**src/rtl/mul_sequencer_if.sv**
```systemverilog
// ============================================================================
// Module      : mul_sequencer_if
// Description : CPU-side handshake bundle for the multi-cycle multiply unit.
// Revision    : 1.0
// ============================================================================
`default_nettype none

interface mul_sequencer_if #(
    parameter int WIDTH = 32
);
    logic             start;
    logic [3:0]       aluop;
    logic [WIDTH-1:0] a;
    logic [WIDTH-1:0] b;
    logic             stall;
    logic             busy;
    logic             done;
    logic [WIDTH-1:0] result;

    modport master (
        output start, aluop, a, b,
        input  stall, busy, done, result
    );

    modport slave (
        input  start, aluop, a, b,
        output stall, busy, done, result
    );
endinterface

`default_nettype wire

```
**src/rtl/mul_sequencer.sv**
```systemverilog
// ============================================================================
// Module      : mul_sequencer
// Description : Radix-2 shift-add multiplier for mul/mulh/mulhu with CPU stall.
// Revision    : 1.0
// ============================================================================
`default_nettype none

module mul_sequencer #(
    parameter int WIDTH = 32
) (
    input  wire logic      clk,
    input  wire logic      rst_n,
    mul_sequencer_if.slave bus
);

    localparam int c_CW = $clog2(WIDTH);
    localparam logic [c_CW-1:0] c_LAST = c_CW'(WIDTH - 1);

    localparam logic [3:0] c_OP_MUL   = 4'b0101;
    localparam logic [3:0] c_OP_MULH  = 4'b0110;
    localparam logic [3:0] c_OP_MULHU = 4'b0111;

    localparam logic [1:0] c_IDLE = 2'd0;
    localparam logic [1:0] c_CALC = 2'd1;
    localparam logic [1:0] c_FIX  = 2'd2;
    localparam logic [1:0] c_DONE = 2'd3;

    logic [1:0]         r_state;
    logic [1:0]         w_state_nxt;
    logic [c_CW-1:0]    r_cnt;
    logic               r_busy;
    logic               r_hi;
    logic               r_neg;
    logic [WIDTH-1:0]   r_mcand;
    logic [2*WIDTH-1:0] r_acc;
    logic [WIDTH-1:0]   r_result;

    logic               w_valid;
    logic               w_is_mulh;
    logic               w_accept;
    logic [WIDTH-1:0]   w_abs_a;
    logic [WIDTH-1:0]   w_abs_b;
    logic [WIDTH-1:0]   w_addend;
    logic [WIDTH:0]     w_sum;
    logic [2*WIDTH-1:0] w_acc_step;
    logic [2*WIDTH-1:0] w_prod;

    assign w_valid   = (bus.aluop == c_OP_MUL) || (bus.aluop == c_OP_MULH) ||
                       (bus.aluop == c_OP_MULHU);
    assign w_is_mulh = (bus.aluop == c_OP_MULH);
    assign w_accept  = (r_state == c_IDLE) && bus.start && w_valid;

    // Two's-complement magnitude; the most negative value maps onto itself,
    // which is the correct unsigned magnitude.
    assign w_abs_a = bus.a[WIDTH-1] ? -bus.a : bus.a;
    assign w_abs_b = bus.b[WIDTH-1] ? -bus.b : bus.b;

    // The multiplier lives in the low half of the accumulator and drains out
    // as the partial product shifts in; the sum keeps its carry bit.
    assign w_addend   = r_acc[0] ? r_mcand : '0;
    assign w_sum      = {1'b0, r_acc[2*WIDTH-1:WIDTH]} + {1'b0, w_addend};
    assign w_acc_step = {w_sum, r_acc[WIDTH-1:1]};
    assign w_prod     = r_neg ? -r_acc : r_acc;

    always_comb begin
        w_state_nxt = r_state;
        case (r_state)
            c_IDLE: if (w_accept) w_state_nxt = c_CALC;
            c_CALC: if (r_cnt == c_LAST) w_state_nxt = c_FIX;
            c_FIX:  w_state_nxt = c_DONE;
            c_DONE: w_state_nxt = c_IDLE;
            default: w_state_nxt = c_IDLE;
        endcase
    end

    always_ff @(posedge clk or negedge rst_n) begin
        if (!rst_n) begin
            r_state  <= c_IDLE;
            r_cnt    <= '0;
            r_busy   <= 1'b0;
            r_hi     <= 1'b0;
            r_neg    <= 1'b0;
            r_mcand  <= '0;
            r_acc    <= '0;
            r_result <= '0;
        end else begin
            r_state <= w_state_nxt;
            r_busy  <= (w_state_nxt != c_IDLE);
            case (r_state)
                c_IDLE: begin
                    if (w_accept) begin
                        r_hi    <= (bus.aluop != c_OP_MUL);
                        r_neg   <= w_is_mulh & (bus.a[WIDTH-1] ^ bus.b[WIDTH-1]);
                        r_mcand <= w_is_mulh ? w_abs_a : bus.a;
                        r_acc   <= {{WIDTH{1'b0}}, (w_is_mulh ? w_abs_b : bus.b)};
                        r_cnt   <= '0;
                    end
                end
                c_CALC: begin
                    r_acc <= w_acc_step;
                    r_cnt <= r_cnt + c_CW'(1);
                end
                c_FIX: begin
                    r_result <= r_hi ? w_prod[2*WIDTH-1:WIDTH] : w_prod[WIDTH-1:0];
                end
                default: ;
            endcase
        end
    end

    // Stall is masked during reset so a held start cannot freeze the CPU.
    assign bus.stall  = rst_n && (w_accept || (r_state == c_CALC) || (r_state == c_FIX));
    assign bus.busy   = r_busy;
    assign bus.done   = (r_state == c_DONE);
    assign bus.result = r_result;

endmodule

`default_nettype wire
```
**src/flat_wrapper.sv**
```systemverilog
// flat-port wrapper written by rule: the top's interface ports become plain ports
module mul_sequencer_flat 
#(
    parameter int WIDTH = 32
)
  (clk, rst_n, bus_start, bus_aluop, bus_a, bus_b, bus_stall, bus_busy, bus_done, bus_result);
  mul_sequencer_if #(.WIDTH(WIDTH)) bus_i ();
  input  wire logic clk;
  input  wire logic rst_n;
  input wire logic [$bits(bus_i.start)-1:0] bus_start;
  input wire logic [$bits(bus_i.aluop)-1:0] bus_aluop;
  input wire logic [$bits(bus_i.a)-1:0] bus_a;
  input wire logic [$bits(bus_i.b)-1:0] bus_b;
  output wire logic [$bits(bus_i.stall)-1:0] bus_stall;
  output wire logic [$bits(bus_i.busy)-1:0] bus_busy;
  output wire logic [$bits(bus_i.done)-1:0] bus_done;
  output wire logic [$bits(bus_i.result)-1:0] bus_result;
  assign bus_i.start = bus_start;
  assign bus_i.aluop = bus_aluop;
  assign bus_i.a = bus_a;
  assign bus_i.b = bus_b;
  assign bus_stall = bus_i.stall;
  assign bus_busy = bus_i.busy;
  assign bus_done = bus_i.done;
  assign bus_result = bus_i.result;
  mul_sequencer #(.WIDTH(WIDTH)) u_core (.clk(clk), .rst_n(rst_n), .bus(bus_i));
endmodule
```
**config.mk**
```make
export PLATFORM = sky130hd
export DESIGN_NAME = mul_sequencer_flat
export DESIGN_NICKNAME = d
export VERILOG_FILES = /design/src/rtl/mul_sequencer_if.sv /design/src/rtl/mul_sequencer.sv /design/src/flat_wrapper.sv
export SDC_FILE = /design/constraint.sdc
export NUM_CORES = 1
export LEC_CHECK = 0
export CORE_ASPECT_RATIO = 0.6
export CORE_MARGIN = 2
export CORE_UTILIZATION = 40
export CTS_CLUSTER_DIAMETER = 30
export CTS_CLUSTER_SIZE = 20
export DETAILED_ROUTE_END_ITERATION = 6
export PLACE_DENSITY = 0.64
export SETUP_SLACK_MARGIN = 0.5
export SYNTH_ARGS = -nofsm -noshare
export SYNTH_HDL_FRONTEND = slang
export SYNTH_SLANG_ARGS = --single-unit
```
**constraint.sdc**
```tcl
create_clock -name clk -period 8.8 [get_ports clk]
set_input_delay 0.88 -clock clk [delete_from_list [all_inputs] [get_ports clk]]
set_output_delay 0.88 -clock clk [all_outputs]
set_load 0.005 [all_outputs]
```
==> flow_results.org, run 1 <==
** STA
- Dividing the final minimum period by the clock period gives 45.49%.
- Relative slew margins :: 30.09%
- Worst Tran Pin Value :: 1.036 ns
- For the finished layout, the period the worst path requires is 4.003 ns.
- Slew Limit Fails :: 0
- Based on the critical path, the design can be clocked at up to 249.8 MHz.
- Total setup violations reported at the end of the flow :: 0
- Setup repair after global routing missed its margin :: false
- On the final layout, the worst clock skew is 0.01016 ns.
- The number of hold violations in the final report is 0.
- Setup total negative slack on the finished layout was measured at 0 ns.

** Synth
- Post-Syn Instances :: around 1,200
- Counting distinct cell types in the post-synthesis netlist gives 63.
- EDFF count, synth :: 0
- Yosys printed 0 warnings.
- Top flip-flop cell by instance count after synthesis :: sky130_fd_sc_hd__dfrtp_1
- Post-Synthesis Mean Instance Area :: just over 8 um2
- Cell area after synthesis :: 10,100 um2
- The synthesized design contains 138 register bits.
- Counting flops with an async set or reset pin after synthesis yields a share of 100.0%.
- Net count after synthesis :: 1,339
- Sequential cells were found to cover 34.18% of the synthesized design area.

** Floorplanning
- Total number of placement rows :: 44
- From bottom edge to top edge, the die measures 127.1 um.
- Effective utilization at floorplan :: between 40 and 50%
- Area of the core region :: around 24,000 um2
- Total die area :: 26,590 um2
- around 110 I/O pins were placed.
- The die is 209.2 um wide.

** Clocking
- The number of clock buffers added by TritonCTS is 17.
- Buffers inserted to repair hold after CTS numbered 0.
- Number of clock sinks :: about 140
- Clock transition time at the flip-flop clock pins of the worst setup and hold paths :: 0.07 ns
- TritonCTS built the clock tree.
- The tree is rooted in a sky130_fd_sc_hd__clkbuf_16.
- Setup fix buffers added after clock tree synthesis :: 0
- The clock passes through at most 2 buffers.
- Number of H-tree branching levels :: 4
- Insertion delay of the later-clocked pin in the worst-skew pair :: approximately 0.44 ns
- Number of resized instances in the post-cts repair step :: 0

** Drt
- Dividing the detail-routed wire length by the instance count gives 18.67 um.
- The pre-antenna-repair detailed-routing pass consisted of 5 iterations.
- Summed over all layers, the routed wires come to between 30,000 and 40,000 um.
- DR iter-0 viols :: 904
- In this run the remaining antenna-violating nets after routing total 0.
- In the routed design, unresolved DRC markers number 0.
- Summing over every cut layer, the via total after detailed routing is 9,610.
- Via density per instance :: 5.881

** Power and ir drop
- Cell Pwr Density :: between 200 and 300 nW/um2
- Leakage power :: 4.745 nW
- Across the VDD grid, the largest voltage drop is between 0.15 and 0.2 mV.

** Setup path
- Among all stages on the critical path, the largest delay is contributed by sky130_fd_sc_hd__a2111oi_0.
- Worst EP required :: 9.15 ns
- Longest individual stage delay on the worst path :: 0.81 ns
- Data arrives at the worst endpoint at 4.36 ns.
- The number of buffers and inverters on the critical path is 2.
- The worst setup path is launched from a register.
- Chain of cells forming the critical path :: buf_4 -> and2_1 -> ha_1 -> inv_1 -> fa_1 -> nor2b_1 -> o2111ai_1 -> a2111oi_0 -> a2111oi_0 -> nor2_1 -> a41oi_1 -> nand2b_1 -> a22oi_1
- Critical path's top delay family :: compound AO/OA/AOI/OAI gates
- The worst setup path is captured at a register.
- Crit-path max FO :: 32
- The worst setup path is of the register to register kind.
- Crit path top cell by count :: sky130_fd_sc_hd__a2111oi_0

** Placed design
- Weighted congestion reported at the end of routability-driven placement :: 0.9191
- HPWL reported at the end of detailed placement :: 22,770 um
- During placement, the flow inserted port buffers numbering around 110.

** Final layout
- The post-route netlist has around 4.4% of its cells at a drive strength greater than 1.
- Number of diodes added for antenna fixing :: 0
- Growth of design area from synthesis to finish :: 19.16%
- Cells fill 49.15% of the core in the end.
- The net count of the finished layout is between 1,000 and 1,500.

** GRT
- Global routing consumed, over all layers together, 23.24% of the routing resources.
- Entering global routing, the biggest net connects 91 pins.
- Global-route wire length before repair :: ~49,000 um
- The via count of the first global-routing pass is 8,710.
- Number of antenna violations at the first check in global routing :: 0
- The total overflow left after global routing is 0.

** Min path
- The path class of the tightest hold or removal check is primary input to asynchronous set/reset pin.

** Flow run
- The tool flagged a number of max-cap violations equal to 0.

** Run status
- The run finished with clean final reports.
==> where the power goes <==
part           internal [mW]  switching, mW  leakage, nW  total (mW)
registers              0.856          0.294         1.78        1.15
clock network          0.469          0.293        0.296       0.762
logic                  0.537          0.825         2.67        1.36
==> stage by stage <==
step           setup WS, ns  cell area, um2  std cells  power [mW]  hold slack (ns)
6_report              4.797           12040       1634       3.273           0.3392
5_1_grt               4.508           12040       1634       3.511           0.3512
4_1_cts               4.860           12040       1634       3.267           0.3364
3_5_place_dp          4.650           11420       1602       2.491           0.4647
3_3_place_gp          4.780           11420       1602       2.460           0.4578
2_1_floorplan         5.663           10100       1230       2.031           0.4383
==> cell families (layout without fill, tap and decap cells) <==
logic type               after synthesis  in the layout  share of synthesized area, %
AND/OR/NAND/NOR                      422            422                         20.79
AO/OA/AOI/OAI                        403            403                         24.65
flip-flops                           138            138                         34.18
XOR/XNOR                             128            128                         11.09
buffers and inverters                 89            171                         3.318
adder cells (fa/ha/maj)               38             38                         4.780
multiplexers                          12             12                         1.189
==> state kept, by name, indices dropped and copies added (netlist names) <==
signal             flops
u_core.bus.busy        1
u_core.bus.result     32
u_core.r_acc          64
u_core.r_cnt           5
u_core.r_hi            1
u_core.r_mcand        32
u_core.r_neg           1
u_core.r_state         2
==> metal layers <==
metal,global-route usage (%),wire [um]
met2,31.57,12300
met3,5.285,2372
met4,4.580,270
met1,36.94,15560
met5,0,0
==> layout by cell type, fill, tap and decap left out, types with 5 or more instances in the layout <==
master / n
sky130_fd_sc_hd__o21ai_0: 162
sky130_fd_sc_hd__dfrtp_1: 137
sky130_fd_sc_hd__nand2_1: 131
sky130_fd_sc_hd__clkdlybuf4s50_1: 104
sky130_fd_sc_hd__a21oi_1: 76
sky130_fd_sc_hd__xor2_1: 76
sky130_fd_sc_hd__nor2_1: 66
sky130_fd_sc_hd__nand3_1: 57
sky130_fd_sc_hd__xnor2_1: 52
sky130_fd_sc_hd__and2_1: 37
sky130_fd_sc_hd__ha_1: 37
sky130_fd_sc_hd__o31ai_1: 30
sky130_fd_sc_hd__nor3_1: 27
sky130_fd_sc_hd__a22oi_1: 22
sky130_fd_sc_hd__inv_1: 20
sky130_fd_sc_hd__or3_1: 20
sky130_fd_sc_hd__a21o_1: 18
sky130_fd_sc_hd__clkbuf_16: 17
sky130_fd_sc_hd__or4_1: 15
sky130_fd_sc_hd__o41ai_1: 15
sky130_fd_sc_hd__buf_4: 14
sky130_fd_sc_hd__nor4_1: 13
sky130_fd_sc_hd__mux2i_1: 12
sky130_fd_sc_hd__a22o_1: 11
sky130_fd_sc_hd__o221ai_1: 11
sky130_fd_sc_hd__o211ai_1: 10
sky130_fd_sc_hd__nand4_1: 10
sky130_fd_sc_hd__nor2b_1: 9
sky130_fd_sc_hd__and3_1: 7
sky130_fd_sc_hd__nand2b_1: 7
sky130_fd_sc_hd__a31oi_1: 5
==> worst paths after layout <==
kind,to,slack (ns),startpoint,cells past startpoint
max,u_core.r_acc[63]$_DFFE_PN0P_,4.80,u_core.r_acc[0]$_DFFE_PN0P_,13
min,u_core.bus.result[17]$_DFFE_PN0P_,0.34,rst_n,1
max reg2reg,u_core.r_acc[63]$_DFFE_PN0P_,4.80,u_core.r_acc[0]$_DFFE_PN0P_,13
min reg2reg,u_core.bus.result[17]$_DFFE_PN0P_,0.47,u_core.bus.result[17]$_DFFE_PN0P_,1
max in group asynchronous,u_core.r_mcand[3]$_DFFE_PN0P_,7.26,rst_n,2
min in group clk,u_core.bus.result[17]$_DFFE_PN0P_,0.47,u_core.bus.result[17]$_DFFE_PN0P_,1
==> area by class of cell <==
type / count / area (um2)
fillers: 2322 / 12460
multi-input cells: 1003 / 6335
flip-flops and latches: 138 / 3455
repair buffers: 119 / 1157
clock buffers: 22 / 474.2
well taps: 322 / 402.9
clock inverters: 10 / 141.4
inverters: 20 / 75.07
==> synth_stat cells, types with 4 or more instances <==
master	count	share of area, %
sky130_fd_sc_hd__o221ai_1	11	0.95
sky130_fd_sc_hd__a31oi_1	5	0.31
sky130_fd_sc_hd__a21oi_1	76	3.8
sky130_fd_sc_hd__buf_1	7	0.26
sky130_fd_sc_hd__inv_1	20	0.74
sky130_fd_sc_hd__a22o_1	11	0.95
sky130_fd_sc_hd__nand3_1	57	2.8
sky130_fd_sc_hd__nor2_1	67	2.5
sky130_fd_sc_hd__clkbuf_1	61	2.3
sky130_fd_sc_hd__o21a_1	4	0.30
sky130_fd_sc_hd__or3_1	20	1.2
sky130_fd_sc_hd__a22oi_1	22	1.6
sky130_fd_sc_hd__nor4_1	13	0.80
sky130_fd_sc_hd__o21ai_0	163	8.1
sky130_fd_sc_hd__o41ai_1	15	1.3
sky130_fd_sc_hd__nor2b_1	10	0.62
sky130_fd_sc_hd__nand2b_1	8	0.50
sky130_fd_sc_hd__o211ai_1	10	0.74
sky130_fd_sc_hd__ha_1	37	4.6
sky130_fd_sc_hd__xnor2_1	52	4.5
sky130_fd_sc_hd__a21o_1	18	1.3
sky130_fd_sc_hd__o22ai_1	4	0.25
sky130_fd_sc_hd__nand3b_1	4	0.30
sky130_fd_sc_hd__nor3_1	27	1.3
sky130_fd_sc_hd__and2_1	37	2.3
sky130_fd_sc_hd__nand4_1	10	0.62
sky130_fd_sc_hd__o21bai_1	4	0.30
sky130_fd_sc_hd__o31ai_1	30	2.2
sky130_fd_sc_hd__dfrtp_1	138	34
sky130_fd_sc_hd__and3_1	7	0.43
sky130_fd_sc_hd__or4_1	15	1.1
sky130_fd_sc_hd__xor2_1	76	6.6
sky130_fd_sc_hd__nand2_1	131	4.9
sky130_fd_sc_hd__mux2i_1	12	1.2
(Power assumes the default switching activity.)
==> inputs of run 2 (changes only) <==
==> constraint.sdc (replaced) <==
create_clock -name clk -period 3.9 [get_ports clk]
set_input_delay 0.39 -clock clk [delete_from_list [all_inputs] [get_ports clk]]
set_output_delay 0.39 -clock clk [all_outputs]
set_load 0.005 [all_outputs]
==> run 2 against run 1 <==
Largest power group unchanged. Non-clock buffer count up 8. Sequential share of layout area shrank 0.19 points. Final area rose by 0.71%. Worst setup slack got worse by 4.1 ns. Flip-flop and latch count is the same. Clock skew barely moved. Count of clock-buffer cells in the layout unchanged.
==> flow_results.org, run 2 (synthesis gave the netlist of run 1 again) <==
** Floorplanning
- Area of the core region :: about 24,000 um2
- From bottom edge to top edge, the die measures 127.1 um.
- Chip Width :: roughly 210 um
- Effective utilization at floorplan :: 41.25%
- Total number of placement rows :: 44
- For this design the top-level I/O count stands at approximately 110.
- Total die area :: 26,590 um2

** Setup path
- Arrival time of data at the critical path endpoint :: 3.60 ns
- The worst setup path is captured at a register.
- Critical register-to-register path startpoint :: u_core.r_acc[0]$_DFFE_PN0P_
- Setup CP Type :: register to register
- Worst reg2reg path endpoint :: u_core.r_acc[60]$_DFFE_PN0P_
- Crit-path max FO :: 28
- Data on the critical path is required at its endpoint by 4.25 ns.
- Flop2flop setup slack :: 0.65 ns
- The worst setup path is launched from a register.
- Measured in cells, the most critical reg-to-reg path has a length of 11.

** GRT
- After global routing the overflow that remains totals 0.
- Number of antenna violations at the first check in global routing :: 0
- Entering global routing, the biggest net connects 100 pins.
- The first global-routing pass estimated a little under 50,000 um of wire.
- Global routing consumed, over all layers together, 23.22% of the routing resources.
- Number of global-route vias before repair :: 8,831

** Clocking
- The clock reaches the later pin of the worst-skew pair after 0.44 ns.
- Number of H-tree branching levels :: 4
- CTS saw 138 sinks.
- After clock tree synthesis, the clock-pin slew on the worst setup and hold paths is roughly 0.06 ns.
- Number of buffers on the longest clock path :: 2
- The root buffer cell chosen for the clock tree is sky130_fd_sc_hd__clkbuf_16.
- Number of buffers created by CTS :: 17
- CTS tree :: yes

** Power and ir drop
- Leakage power :: 4.792 nW
- In this run the power density over the cells is slightly above 600 nW/um2.
- Across the VDD grid, the largest voltage drop is 0.3270 mV.
- The design draws 7.330 mW.

** STA
- Relative slew margins :: between 40% and 50%
- Achievable clock frequency :: around 310 MHz
- The number of pins exceeding their max-slew limit in the final report came to 0.
- At the pin with the least slew margin, the transition time is ~0.86 ns.
- Number of hold-slack violations in the final timing report :: 0
- Setup repair after global routing missed its margin :: true
- Post-layout minimum cycle time :: around 3.2 ns
- Final hold analysis gives a worst-case slack of 0.4472 ns.
- Fin Setup TNS :: 0 ns
- On the final layout, the worst clock skew is 0.009950 ns.
- Total setup violations reported at the end of the flow :: 0
- Post-route fraction of the period consumed by the critical path :: 83.29%

** Drt
- For this block, the via count after detailed routing is a little under 10,000.
- DR iter-0 viols :: 989
- The final layout contains routed wiring with a total length of 30,440 um.
- Dividing the detail-routed wire length by the instance count gives approximately 19 um.
- Met1 WL :: around 15,000 um
- The highest metal layer carrying signal wires in the routed design is met4.
- Via density per instance :: 5.908
- Once detail routing completed, the nets flagged for antenna violations numbered 0.
- The pre-antenna-repair detailed-routing pass consisted of 5 iterations.
- For this run, design rule violations remaining after detail routing come to 0.
- Routed wire length on met2 :: 12,120 um
- Routed met3 length :: 2493 um

** Final layout
- Number of nets at the end of the flow :: 1,416
- From synthesis to final layout, the design area changed by 20.00%.
- Number of diodes added for antenna fixing :: 0
- Commonest cells after routing, fill and taps aside :: 161 x sky130_fd_sc_hd__o21ai_0, 136 x sky130_fd_sc_hd__dfrtp_1, 131 x sky130_fd_sc_hd__nand2_1
- Counting the fill cells in the layout gives 2,330.
- Post-route core utilization :: 49.49%
- The register with the most flip-flops in the layout has 64 of them.
- Of the cells placed in the final design, the portion with a size suffix greater than 1 is roughly 5.5%.
- The library cell used most frequently in the layout, excluding fill and tap cells, is sky130_fd_sc_hd__o21ai_0.
- Biggest register :: u_core.r_acc

** Min path
- Worst min path class :: primary input to asynchronous set/reset pin

** Placed design
- Input and output buffers added on the ports amount to 105.
- Weighted congestion reported at the end of routability-driven placement :: 0.9351
- HPWL reported at the end of detailed placement :: ~23,000 um

** Flow run
- Max-cap violations in this run came to 0.

** Run status
- Run status :: finished clean
run 2: cell types whose count changed in the layout (fill, tap and decap cells not counted), sizes merged:
cell | previous run | this run
dlygate4sd3 | 0 | 1
clkinvlp | 2 | 1
buf | 15 | 22
bufinv | 3 | 2
run 2: repair_timing:
action                                 4_1_cts  5_1_grt
setup endpoints to repair                    0       12
resized for setup                            0       11
endpoints found under the hold margin       39        0
hold buffers                                 1        0
setup buffers                                0        1
run 2: power by group:
part / leakage, nW / internal (mW) / switching (mW)
sequential: 1.78 / 1.93 / 0.654
combinational: 2.72 / 1.23 / 1.87
clock: 0.293 / 1.01 / 0.624
total: 4.79 / 4.18 / 3.15
run 2: metal layers:
metal,global-route usage (%),up-vias
met3,5.924,25
met1,36.41,4668
met2,31.33,344
met4,5.210,0
met5,0,-
li1,-,4652
run 2: layout make-up:
type | instances | area, um2 | area share (%)
multi-input cells | 1003 | 6369 | 52.52
clock inverters | 8 | 92.59 | 0.7636
flip-flops and latches | 138 | 3456 | 28.50
clock buffers | 22 | 494.2 | 4.076
well taps | 322 | 402.9 | 3.323
inverters | 20 | 75.07 | 0.6191
repair buffers | 127 | 1236 | 10.20
run 2: critical path, cell delays in order (launching register included):
cell,delay [ns]
sky130_fd_sc_hd__dfrtp_2,0.47
sky130_fd_sc_hd__buf_6,0.19
sky130_fd_sc_hd__and2_1,0.15
sky130_fd_sc_hd__ha_1,0.33
sky130_fd_sc_hd__o211ai_1,0.10
sky130_fd_sc_hd__o21bai_1,0.25
sky130_fd_sc_hd__o21ai_1,0.18
sky130_fd_sc_hd__a41o_1,0.32
sky130_fd_sc_hd__o21ai_0,0.62
sky130_fd_sc_hd__a221oi_1,0.19
sky130_fd_sc_hd__xor2_1,0.18
sky130_fd_sc_hd__o21ai_0,0.16
run 2: how the worst max path moves through the flow:
| stage | startpoint | to | slack [ns] | depth (start not counted) |
|---|---|---|---|---|
| after global placement | bus_b[3] | u_core.r_acc[30]$_DFFE_PN0P_ | 0.63 | 9 |
| after global routing | u_core.r_acc[0]$_DFFE_PN0P_ | u_core.r_acc[62]$_DFFE_PN0P_ | 0.40 | 12 |
| after detailed placement | u_core.r_acc[0]$_DFFE_PN0P_ | u_core.r_acc[62]$_DFFE_PN0P_ | 0.56 | 12 |
| after CTS | u_core.r_acc[0]$_DFFE_PN0P_ | u_core.r_acc[61]$_DFFE_PN0P_ | 0.52 | 13 |
| after floorplan | u_core.r_acc[0]$_DFFE_PN0P_ | u_core.r_acc[63]$_DFFE_PN0P_ | 0.76 | 14 |
| final | u_core.r_acc[0]$_DFFE_PN0P_ | u_core.r_acc[60]$_DFFE_PN0P_ | 0.65 | 11 |
run 2: metrics by stage:
| stage | instances | instance area, um2 | worst slack [ns] |
|---|---|---|---|
| after floorplan | 1230 | 10100 | 0.7627 |
| after global placement | 1608 | 11480 | 0.6253 |
| after detailed placement | 1608 | 11480 | 0.5629 |
| after CTS | 1639 | 12080 | 0.5193 |
| after global routing | 1640 | 12130 | 0.4037 |
| final | 1640 | 12130 | 0.6515 |
